**src/rtl/adc_receiver_pkg.sv**
```systemverilog
// Shared constants, UART state encoding and frame byte selection for adc_receiver.
package adc_receiver_pkg;

   localparam logic [7:0] SYNC_BYTE = 8'hA5;
   localparam int         FRAME_LEN = 4;

   typedef enum logic [1:0] {
      UART_IDLE  = 2'd0,
      UART_START = 2'd1,
      UART_DATA  = 2'd2,
      UART_STOP  = 2'd3
   } uart_state_t;

   // Byte idx of a frame: sync word, mean high, mean low, peak high.
   function automatic logic [7:0] frame_byte(input logic [1:0] idx,
                                             input logic [15:0] mean,
                                             input logic [15:0] peak);
      logic [7:0] b;
      case (idx)
         2'd0:    b = SYNC_BYTE;
         2'd1:    b = mean[15:8];
         2'd2:    b = mean[7:0];
         default: b = peak[15:8];
      endcase
      return b;
   endfunction

endpackage

```
**src/rtl/adc_receiver_uart_tx_byte.sv**
```systemverilog
// 8N1 byte transmitter. A start pulse in IDLE, or in the last cycle of STOP,
// loads the next byte so consecutive bytes follow with no idle gap.
module uart_tx_byte
   import adc_receiver_pkg::*;
#(
   parameter int CLKS_PER_BIT = 434
) (
   input  logic       clk,
   input  logic       rst,
   input  logic       start,
   input  logic [7:0] data,
   output logic       busy,
   output logic       done,
   output logic       txd
);

   localparam int            CW        = (CLKS_PER_BIT > 1) ? $clog2(CLKS_PER_BIT) : 1;
   localparam logic [CW-1:0] LAST_TICK = CW'(CLKS_PER_BIT - 1);

   uart_state_t   state_reg, state_next;
   logic [CW-1:0] tick_reg, tick_next;
   logic [2:0]    bit_reg, bit_next;
   logic [7:0]    shift_reg, shift_next;
   logic          txd_reg, txd_next;
   logic          bit_end;

   assign bit_end = (tick_reg == LAST_TICK);

   // State register; the serial line itself is a flop so it never glitches.
   always_ff @(posedge clk) begin
      if (rst) begin
         state_reg <= UART_IDLE;
         tick_reg  <= '0;
         bit_reg   <= '0;
         shift_reg <= '0;
         txd_reg   <= 1'b1;
      end else begin
         state_reg <= state_next;
         tick_reg  <= tick_next;
         bit_reg   <= bit_next;
         shift_reg <= shift_next;
         txd_reg   <= txd_next;
      end
   end

   // Next-state logic: each bit lasts CLKS_PER_BIT ticks.
   always_comb begin
      state_next = state_reg;
      tick_next  = bit_end ? '0 : tick_reg + 1'b1;
      bit_next   = bit_reg;
      shift_next = shift_reg;
      case (state_reg)
         UART_IDLE: begin
            tick_next = '0;
            if (start) begin
               state_next = UART_START;
               shift_next = data;
               bit_next   = '0;
            end
         end
         UART_START: begin
            if (bit_end) state_next = UART_DATA;
         end
         UART_DATA: begin
            if (bit_end) begin
               shift_next = {1'b0, shift_reg[7:1]};
               bit_next   = bit_reg + 1'b1;
               if (bit_reg == 3'd7) state_next = UART_STOP;
            end
         end
         UART_STOP: begin
            if (bit_end) begin
               if (start) begin
                  state_next = UART_START;
                  shift_next = data;
                  bit_next   = '0;
               end else begin
                  state_next = UART_IDLE;
               end
            end
         end
         default: state_next = UART_IDLE;
      endcase
   end

   // Output decode: line level follows the state being entered, LSB first.
   always_comb begin
      busy = (state_reg != UART_IDLE);
      done = (state_reg == UART_STOP) && bit_end;
      case (state_next)
         UART_START: txd_next = 1'b0;
         UART_DATA:  txd_next = shift_next[0];
         default:    txd_next = 1'b1;
      endcase
   end

   assign txd = txd_reg;

endmodule

```
**src/rtl/adc_receiver.sv**
```systemverilog
// ADC front end: encode clock, sample capture, block mean/peak, UART framing, LEDs.
module adc_receiver
   import adc_receiver_pkg::*;
#(
   parameter int DECIM_LOG2   = 13,
   parameter int CLKS_PER_BIT = 434,
   parameter bit PGA_EN       = 1'b0,
   parameter bit DITH_EN      = 1'b0,
   parameter bit RAND_EN      = 1'b0,
   parameter int ALIVE_LOG2   = 16
) (
   input  logic        CLOCK_50,
   input  logic        rst,
   input  logic        CLKOUTA,
   input  logic [15:0] DA,
   output logic        PGA,
   output logic        DITH,
   output logic        RAND,
   output logic        ENC,
   output logic [7:0]  LED,
   output logic [2:1]  TX
);

   localparam int         SUM_W     = 16 + DECIM_LOG2;
   localparam logic [1:0] LAST_BYTE = 2'(FRAME_LEN - 1);

   logic [1:0]            cnt_reg;
   logic [15:0]           sample_reg;
   logic                  sample_valid_reg;
   logic [SUM_W-1:0]      sum_reg, sum_next, mean_full;
   logic [15:0]           peak_reg, peak_next, sample_abs;
   logic [DECIM_LOG2-1:0] count_reg;
   logic [15:0]           result_mean_reg, result_peak_reg;
   logic                  result_valid_reg;
   logic [15:0]           mean_lat_reg, peak_lat_reg;
   logic [1:0]            byte_idx_reg;
   logic                  frame_busy_reg;
   logic [6:0]            led_peak_reg;
   logic [2:0]            clkouta_sync_reg;
   logic [ALIVE_LOG2-1:0] alive_cnt_reg;
   logic                  alive, accept, tx_start, tx_busy, tx_done, txd;
   logic [7:0]            tx_data;

   assign PGA  = PGA_EN;
   assign DITH = DITH_EN;
   assign RAND = RAND_EN;

   // Divide-by-4 encode clock straight from the counter flop.
   always_ff @(posedge CLOCK_50) begin
      if (rst) cnt_reg <= '0;
      else     cnt_reg <= cnt_reg + 2'd1;
   end
   assign ENC = cnt_reg[1];

   // Capture DA three cycles after the ENC rising edge, when data has settled.
   always_ff @(posedge CLOCK_50) begin
      if (rst) begin
         sample_reg       <= '0;
         sample_valid_reg <= 1'b0;
      end else begin
         sample_valid_reg <= (cnt_reg == 2'd0);
         if (cnt_reg == 2'd0) sample_reg <= DA;
      end
   end

   // Running sum, magnitude peak and block mean including the current sample.
   always_comb begin
      sample_abs = sample_reg[15] ? (16'd0 - sample_reg) : sample_reg;
      sum_next   = sum_reg + {{DECIM_LOG2{sample_reg[15]}}, sample_reg};
      peak_next  = (sample_abs > peak_reg) ? sample_abs : peak_reg;
      mean_full  = SUM_W'($signed(sum_next) >>> DECIM_LOG2);
   end

   // Block accumulation; on the last sample publish mean/peak and restart.
   always_ff @(posedge CLOCK_50) begin
      if (rst) begin
         sum_reg          <= '0;
         peak_reg         <= '0;
         count_reg        <= '0;
         result_mean_reg  <= '0;
         result_peak_reg  <= '0;
         result_valid_reg <= 1'b0;
      end else begin
         result_valid_reg <= 1'b0;
         if (sample_valid_reg) begin
            if (&count_reg) begin
               sum_reg          <= '0;
               peak_reg         <= '0;
               count_reg        <= '0;
               result_mean_reg  <= mean_full[15:0];
               result_peak_reg  <= peak_next;
               result_valid_reg <= 1'b1;
            end else begin
               sum_reg   <= sum_next;
               peak_reg  <= peak_next;
               count_reg <= count_reg + 1'b1;
            end
         end
      end
   end

   // A result arriving while a frame is in flight is simply dropped.
   assign accept   = result_valid_reg && !frame_busy_reg;
   assign tx_start = accept || (tx_done && frame_busy_reg && (byte_idx_reg != LAST_BYTE));
   assign tx_data  = accept ? SYNC_BYTE
                            : frame_byte(byte_idx_reg + 2'd1, mean_lat_reg, peak_lat_reg);

   // Frame sequencer: latch the result, then step through the frame bytes.
   always_ff @(posedge CLOCK_50) begin
      if (rst) begin
         mean_lat_reg   <= '0;
         peak_lat_reg   <= '0;
         byte_idx_reg   <= '0;
         frame_busy_reg <= 1'b0;
         led_peak_reg   <= '0;
      end else if (accept) begin
         mean_lat_reg   <= result_mean_reg;
         peak_lat_reg   <= result_peak_reg;
         byte_idx_reg   <= '0;
         frame_busy_reg <= 1'b1;
         led_peak_reg   <= result_peak_reg[15:9];
      end else if (tx_done && frame_busy_reg) begin
         if (byte_idx_reg == LAST_BYTE) frame_busy_reg <= 1'b0;
         else                           byte_idx_reg   <= byte_idx_reg + 2'd1;
      end
   end

   uart_tx_byte #(
      .CLKS_PER_BIT(CLKS_PER_BIT)
   ) u_uart (
      .clk  (CLOCK_50),
      .rst  (rst),
      .start(tx_start),
      .data (tx_data),
      .busy (tx_busy),
      .done (tx_done),
      .txd  (txd)
   );

   // CLKOUTA activity watchdog: two-flop synchronizer, edge detect, reloading timeout.
   always_ff @(posedge CLOCK_50) begin
      if (rst) begin
         clkouta_sync_reg <= '0;
         alive_cnt_reg    <= '0;
      end else begin
         clkouta_sync_reg <= {clkouta_sync_reg[1:0], CLKOUTA};
         if (clkouta_sync_reg[1] && !clkouta_sync_reg[2]) alive_cnt_reg <= '1;
         else if (alive_cnt_reg != '0)                    alive_cnt_reg <= alive_cnt_reg - 1'b1;
      end
   end
   assign alive = (alive_cnt_reg != '0);

   assign LED   = {alive, led_peak_reg};
   assign TX[1] = txd;
   assign TX[2] = frame_busy_reg;

endmodule

```
**config.mk**
```make
export PLATFORM = sky130hd
export DESIGN_NAME = adc_receiver
export DESIGN_NICKNAME = d
export VERILOG_FILES = /design/src/rtl/adc_receiver_pkg.sv /design/src/rtl/adc_receiver_uart_tx_byte.sv /design/src/rtl/adc_receiver.sv
export SDC_FILE = /design/constraint.sdc
export NUM_CORES = 1
export LEC_CHECK = 0
export ABC_AREA = 1
export BUFFER_PORTS_ARGS = -buffer_cell sky130_fd_sc_hd__buf_4
export CAP_MARGIN = 20
export CORE_ASPECT_RATIO = 0.75
export CORE_MARGIN = 3
export CORE_UTILIZATION = 57
export CTS_CLUSTER_DIAMETER = 200
export DETAILED_ROUTE_END_ITERATION = 8
export GPL_TIMING_DRIVEN = 1
export PLACE_DENSITY = 0.79
export SLEW_MARGIN = 25
export SYNTH_ARGS = -nofsm -noshare
export SYNTH_HDL_FRONTEND = slang
export SYNTH_SLANG_ARGS = --single-unit
export TNS_END_PERCENT = 30
```
**constraint.sdc**
```tcl
create_clock -name CLOCK_50 -period 3.8 [get_ports CLOCK_50]
set_input_delay 0.57 -clock CLOCK_50 [delete_from_list [all_inputs] [get_ports CLOCK_50]]
set_output_delay 0.57 -clock CLOCK_50 [all_outputs]
set_load 0.03 [all_outputs]
```
## Word level (Yosys, flattened, before mapping)

Index checks and enable logic that the tools add are counted.
Widths: inputs -> output; s select.

- Flip-flop bits (word level): 194
- Word-level logic and storage cells: 99

- Add/subtract/negate cells: 8
- Order comparisons: 1
- Eq/ne operators: 13
- Multiplexer cells: 29
- Bitwise logic cells: 2
- Reductions and logical operators: 24

Operators with widths:

| cell | number |
|---|---|
| $mux 16 | 5 |
| $pmux 8 s3 | 2 |
| $mux 8 | 4 |
| $add 29x29->29 | 1 |
| $mux 29 | 1 |
| $gt 16x16->1 | 1 |
| $reduce_bool 16->1 | 1 |
| $sub 1x16->16 const A | 1 |
| $sub 16x1->16 const B | 1 |
| $reduce_and 14->1 | 1 |
| $add 13x1->13 const B | 1 |
| $mux 13 | 1 |
| $reduce_and 13->1 | 1 |
| $eq 2x2->1 const B | 5 |
| $mux 2 | 5 |
| $add 9x1->9 const B | 1 |
| $eq 9x9->1 const B | 1 |
| $mux 3 | 3 |
| $pmux 3 s3 | 1 |
| $pmux 2 s4 | 1 |
| $eq 2x1->1 const B | 3 |
| $logic_not 2->1 | 3 |
| $reduce_bool 2->1 | 3 |
| $logic_and 1x1->1 | 5 |
| 15 further kinds | 25 |

## Logic depth before layout (Yosys ltp)

Gate-level depths: netlist (run 1).

- Word-level depth: 10
- Depth in mapped cells: 21
- Depth with buffers taken out: 21

## By module

Synthesis (run 1) repeated with hierarchy kept, for this count alone.

- Cells, all modules: 1,624
- Area total of the unflattened synthesis: 10,453.8 µm²

By module, submodules not included:

| module | times used | cells each | area each (µm²) | seq. area each (µm²) |
|---|---|---|---|---|
| adc_receiver | 1 | 1,451 | 9,235.1 | 2,962.8 |
| uart_tx_byte | 1 | 173 | 1,218.7 | 460.4 |

## Worst setup path after synthesis (run 1)

Ideal clock, no wire load.

- Path kind: register to register
- Start point: register sample_reg[15]
- End point: register result_peak_reg[15]
- Library setup time: 115 ps
- Arrival: 2,570 ps
- Slack: 1,114 ps
- Stages on the path, launching flop included: 17
- Buffers on the path: 2
- Clock period less this slack: 2,686 ps
- Cell sequence: dfxtp_1 clkbuf_1 o21ai_0 xor2_1 ha_1 nand2_1 nor2_1 nand2_1 nand2_1 nand2_1 nand2_1 nand2_1 buf_4 nand2_1 nand2_1 o21ai_0 inv_1

- Cells in the longest elaborated chain, start to end: 4

RTL lines:

| what | RTL line | RTL |
|---|---|---|
| start, declared | adc_receiver.sv:28 | `logic [15:0] sample_reg;` |
| start signal, assigned | adc_receiver.sv:58 | `sample_reg <= '0;` |
| start signal, assigned | adc_receiver.sv:62 | `if (cnt_reg == 2'd0) sample_reg <= DA;` |
| $sub 1x16->16 | adc_receiver.sv:68 | `sample_abs = sample_reg[15] ? (16'd0 - sample_reg) : sample_reg;` |
| $mux 16 * | adc_receiver.sv:68 |  |
| $gt 16x16->1 | adc_receiver.sv:70 | `peak_next = (sample_abs > peak_reg) ? sample_abs : peak_reg;` |
| $mux 16 * | adc_receiver.sv:70 |  |
| end signal, assigned | adc_receiver.sv:91 | `result_peak_reg <= peak_next;` |
| end, declared | adc_receiver.sv:33 | `logic [15:0] result_mean_reg, result_peak_reg;` |

Mark *: on every way between the ends. The rest lies on a longest branch, timed or not.
A chain may end at the register's enable or synchronous reset.

## Worst setup path in the final report (run 1)

- Start point: register sample_reg[15]
- End point: register result_peak_reg[13]

Same word-level chain as after synthesis.

==> flow_summary.ini, run 1 <==
[global_routing]
grt.total_usage = 0.258
overflow = 0
grt_pass1_wl_um = 42400
grt_max_degree = 54
antenna_found_initial = 0
first_global_vias = 9107

[setup_path]
start_kind = flop
crit_path_end_kind = flop
critPathMaxStageDelay_ps = 760
worstSetupPathType = reg -> reg
cpLargestDelayFamily = simple AND/OR/NAND/NOR gates
r2r_start = sample_reg[15]$_SDFFE_PP0P_
cp-startpoint = sample_reg[15]$_SDFFE_PP0P_
critPathMostFrequentCell = nand2_1
crit_fanout = 21
required_ps = 4130
path_cells = inv_1 -> o21ai_0 -> nand2_1 -> ha_1 -> nand4_1 -> nor3_1 -> nand3_1 -> nand2_1 -> nand2_1 -> nand2_1 -> nand2_1 -> nand2_1 -> inv_1
worst-path-buf-inv = 2
crit_arrival_ps = 3420
critical-path-slowest-cell = dfxtp_1

[drt]
route.detailed.drc = 0
ant_nets = 0
drt_iter0_drc = 989
vias = 9861
routed_via_density = 5.34
wl_per_cell_um = 13.5
wirelength_um = 24900
drtPass1Iterations = 5

[placed_design]
gp_congestion = 0.966
place_area_sq_um = 10600
place_ws_ps = 766
port_buffers = 29
dp_hpwl_um = 18000

[synthesis]
synth-edff-count = 0
synth_area_sq_um = 10300
syn_area_per_cell_sq_um = 6.45
synthFlopType = dfxtp_1
synth-seq-cells = 171
yosysWarnings = 0
synth_cell_type_count = 42
async_flop_share = 0
syn_inst = 1598
yosysSeqAreaShare = 0.332

[die]
io_pins = 33
dieWidth_um = 161
core_sq_um = 17300
initial_core_util = 0.596
die-area_sq_um = 19800
die_h_um = 122
num_rows = 41

[timing]
slew_viol_final = 0
final-setup-viol-count = 0
finClkSkew_ps = 11.3
worst_pin_slew_ps = 979
setup_tns_ps = 0
max_freq_ghz = 0.324
period_minus_slack_ps = 3090
rsz0062_at_grt = false
layout_setup_ws_ps = 714
slew_headroom = 0.342
fin_crit_sh = 0.812
hold_viol = 0

[cells_and_area]
fin_util = 0.648
largest_reg_flops = 29
layout.nets = 1675
layout_common_cells = nand2_1, inv_1, nor2_1
synthToLayoutAreaGrowth_pct = 8.63
layout_commonest_cell = nand2_1
seq_area_sq_um = 3420
multi_input_area_sq_um = 5800
post-route-cell-area_sq_um = 11200
drive_gt1_frac = 0.0546
n_antenna_cell = 0
nFillCells = 1649

[cts]
cts_buffers = 17
ctsHtreeMaxLevel = 4
cts_resized = 0
cts_hold_buf = 0
cts.reportedPaths.clkPinSlew_ps = 80
max-clock-path-buffers = 2
cts-root-buf = clkbuf_16
insertion_delay_ps = 430
post-cts-setup-buffers = 0
cts.sinks = 171
cts_tree = done

[job]
cap_violations = 0

[worst_hold_path]
holdCritPathClass = in -> reg
hp-start = CLKOUTA

[pwr]
p_per_area_nw_per_um2 = 462
finalPower_mw = 5.18
leakagePower_nw = 5.35
vdd_ir_drop_max_mv = 0.304

[status]
status = completed
-- synthesized netlist by cell type, types with 6 or more instances --
library cell,number,area (sq um)
a21oi_1,133,666
a311oi_1,6,52.6
a31oi_1,7,43.8
and2_1,8,50.1
buf_4,15,113
clkbuf_1,38,143
dfxtp_1,171,3420
ha_1,56,701
inv_1,210,788
nand2_1,453,1700
nand3_1,115,576
nand3b_1,15,113
nand4_1,18,113
nor2_1,173,649
nor3_1,11,55.1
o21a_1,23,173
o21ai_0,66,330
o21ai_1,8,40.0
or2_2,6,37.5
xnor2_1,6,52.6
xor2_1,16,140
-- final timing paths --
check	endpoint	slack, ps	depth (start not counted)
min reg2reg	clkouta_sync_reg[1]$_SDFF_PP0_	410	2
min	clkouta_sync_reg[0]$_SDFF_PP0_	340	3
max reg2reg	result_peak_reg[13]$_SDFFE_PP0P_	710	13
max	result_peak_reg[13]$_SDFFE_PP0P_	710	13
-- through the flow --
step | hold slack (ps) | std cells
after floorplan | 388 | 1600
after global placement | 393 | 1816
after detailed placement | 398 | 1816
after CTS | 328 | 1848
after global routing | 350 | 1848
final | 341 | 1848
-- worst reg2reg max path, stage by stage (launching register included) --
cell     delay (ps)
dfxtp_1         760
inv_1           300
o21ai_0         230
nand2_1         100
ha_1            280
nand4_1          70
nor3_1          240
nand3_1         160
nand2_1         440
nand2_1         150
nand2_1         110
nand2_1          50
nand2_1          80
inv_1            30
-- cells by family after synthesis --
kind of cell | synth area share
fa+ha+maj | 0.0699
compound gates | 0.139
xor+xnor | 0.0187
flops | 0.332
other cells | 0.000364
simple gates | 0.333
buf+inv | 0.107
-- where the power goes --
part | leakage (nW) | internal, mW | switching (mW)
Sequential | 1.39 | 1.92 | 0.117
Clock | 0.282 | 0.949 | 0.820
Combinational | 3.68 | 0.480 | 0.889
-- area by class of cell --
class | instances | share of cell area
Multi-Input combinational cell | 1157 | 0.518
Timing Repair Buffer | 39 | 0.0261
Tap cell | 236 | 0.0264
Clock inverter | 14 | 0.0136
Inverter | 213 | 0.0714
Clock buffer | 18 | 0.0392
Sequential cell | 171 | 0.306
-- routing by layer --
metal  GRT usage  vias up  wire length (um)  share of wire
li1            -     5118                 -              -
met1       0.365     4449             12200           0.49
met3      0.0401       36              1410          0.057
met2       0.412      258             10900           0.44
met5           0        -                 0              0
met4      0.0736        0               378          0.015
Note: power is estimated with default switching activity, not from simulation.
==> inputs of run 2 (changes only) <==
clock period = 2.9 ns   (was 3.8 ns; I/O delays follow)
==> flow_summary.ini, run 2 (same netlist as run 1, synthesis figures left out) <==
[timing]
whs_ps = 203
slew_headroom = 0.425
finClkSkew_ps = 12.4
max_freq_ghz = 0.372
hold_viol = 0
final-setup-viol-count = 0
slew_viol_final = 0
worst_pin_slew_ps = 861
period_minus_slack_ps = 2690
setup_tns_ps = 0
fin_crit_sh = 0.926

[worst_hold_path]
hold-path-endpoint = clkouta_sync_reg[0]$_SDFF_PP0_
hold_path_depth = 3
hp-start = CLKOUTA
holdCritPathClass = in -> reg

[pwr]
vdd_ir_drop_max_mv = 0.344
leakagePower_nw = 5.42
p_per_area_nw_per_um2 = 605

[setup_path]
reg2reg_setup_slack_ps = 210
regToRegEndpoint = peak_reg[2]$_SDFFE_PP0P_
required_ps = 3270
crit_arrival_ps = 3050
start_kind = flop
worstSetupPathType = reg -> reg
r2r_start = sample_reg[2]$_SDFFE_PP0P_
crit_path_end_kind = flop
r2r_cells = 16
crit_fanout = 10

[drt]
drtPass1Iterations = 6
wirelength_um = 25100
wl_per_cell_um = 13.5
vias = 9850
routed_via_density = 5.30
drt_iter0_drc = 898
route.detailed.drc = 0
ant_nets = 0

[cells_and_area]
drive_gt1_frac = 0.0678
layout_common_cells = nand2_1, inv_1, nor2_1, dfxtp_1, a21oi_1
layout.nets = 1686
synthToLayoutAreaGrowth_pct = 10.0
n_antenna_cell = 0
nFillCells = 1585
layout_commonest_cell = nand2_1
fin_util = 0.656
final_cell_count_no_fill = 1859
largest_reg_flops = 29
post-route-cell-area_sq_um = 11300

[die]
initial_core_util = 0.596
num_rows = 41
io_pins = 33
die-area_sq_um = 19800
dieWidth_um = 161
core_sq_um = 17300
die_h_um = 122

[status]
status = completed

[cts]
cts_hold_buf = 0
cts.reportedPaths.clkPinSlew_ps = 70
cts.sinks = 171
cts_tree = done
cts_buffers = 17
insertion_delay_ps = 440
max-clock-path-buffers = 2
ctsHtreeMaxLevel = 4
cts-root-buf = clkbuf_16

[global_routing]
antenna_found_initial = 0
first_global_vias = 9074
grt.total_usage = 0.259
overflow = 0
grt_pass1_wl_um = 42100
grt_max_degree = 49

[job]
cap_violations = 0

[placed_design]
port_buffers = 29
dp_hpwl_um = 18200
dp.cells = 1825
place_area_sq_um = 10700
gp_congestion = 0.954
## run 2: worst max path at each step
| stage | to | cells past startpoint | from | slack, ps |
|---|---|---|---|---|
| finish | peak_reg[2]$_SDFFE_PP0P_ | 16 | sample_reg[2]$_SDFFE_PP0P_ | 210 |
| global route | result_peak_reg[13]$_SDFFE_PP0P_ | 18 | sample_reg[0]$_SDFFE_PP0P_ | -1 |
| CTS | result_peak_reg[8]$_SDFFE_PP0P_ | 20 | sample_reg[1]$_SDFFE_PP0P_ | 2 |
| detailed placement | result_peak_reg[8]$_SDFFE_PP0P_ | 20 | sample_reg[1]$_SDFFE_PP0P_ | 6 |
| global placement | result_peak_reg[8]$_SDFFE_PP0P_ | 20 | sample_reg[1]$_SDFFE_PP0P_ | 210 |
| floorplan | result_peak_reg[15]$_SDFFE_PP0P_ | 16 | sample_reg[15]$_SDFFE_PP0P_ | 210 |
## run 2: metrics by stage
step	setup WS [ps]	power, mW
after floorplan	214	4.08
after global placement	211	4.47
after detailed placement	5.78	4.52
after CTS	1.92	6.80
after global routing	-1.22	7.26
final	215	6.86
## run 2: what timing repair did
| item | CTS | global route |
|---|---|---|
| endpoints found under the setup margin | 0 | 24 |
| buffers inserted | 0 | 2 |
| resized for setup | 0 | 14 |
## run 2: critical path, cell delays in order, from the launching register on
cell and delay [ps]:
dfxtp_1 320, inv_1 150, nand3_1 190, o21ai_1 210, xor2_1 320, ha_1 320, a21oi_1 150, nor2_1 60
nor2_1 80, nand2_1 60, nand2_1 70, nand2_2 80, buf_6 150, buf_12 130, nand3b_1 80, nand3_1 80
a21oi_1 130
## run 2: area by class of cell
type                       count  area [sq um]  area share
sequential                   171          3420       0.302
multi-input combinational   1157          5820       0.513
clock inverter                13           135      0.0119
clock buffer                  19           453      0.0399
tap                          236           295      0.0260
timing repair buffer          50           417      0.0367
inverter                     213           800      0.0705
## run 2: where the power goes
group          leakage, nW  internal (mW)  switching, mW
clock                0.280           1.25           1.04
sequential            1.39           2.52          0.149
combinational         3.75          0.701           1.20
## run 2: metal layers
layer  up-vias  routed length, um  global-route usage
li1       5142                  -                   -
met1      4412              12300               0.361
met2       249              10900               0.406
met3        47               1350              0.0439
met4         0                562              0.0983
met5         -                  0                   0
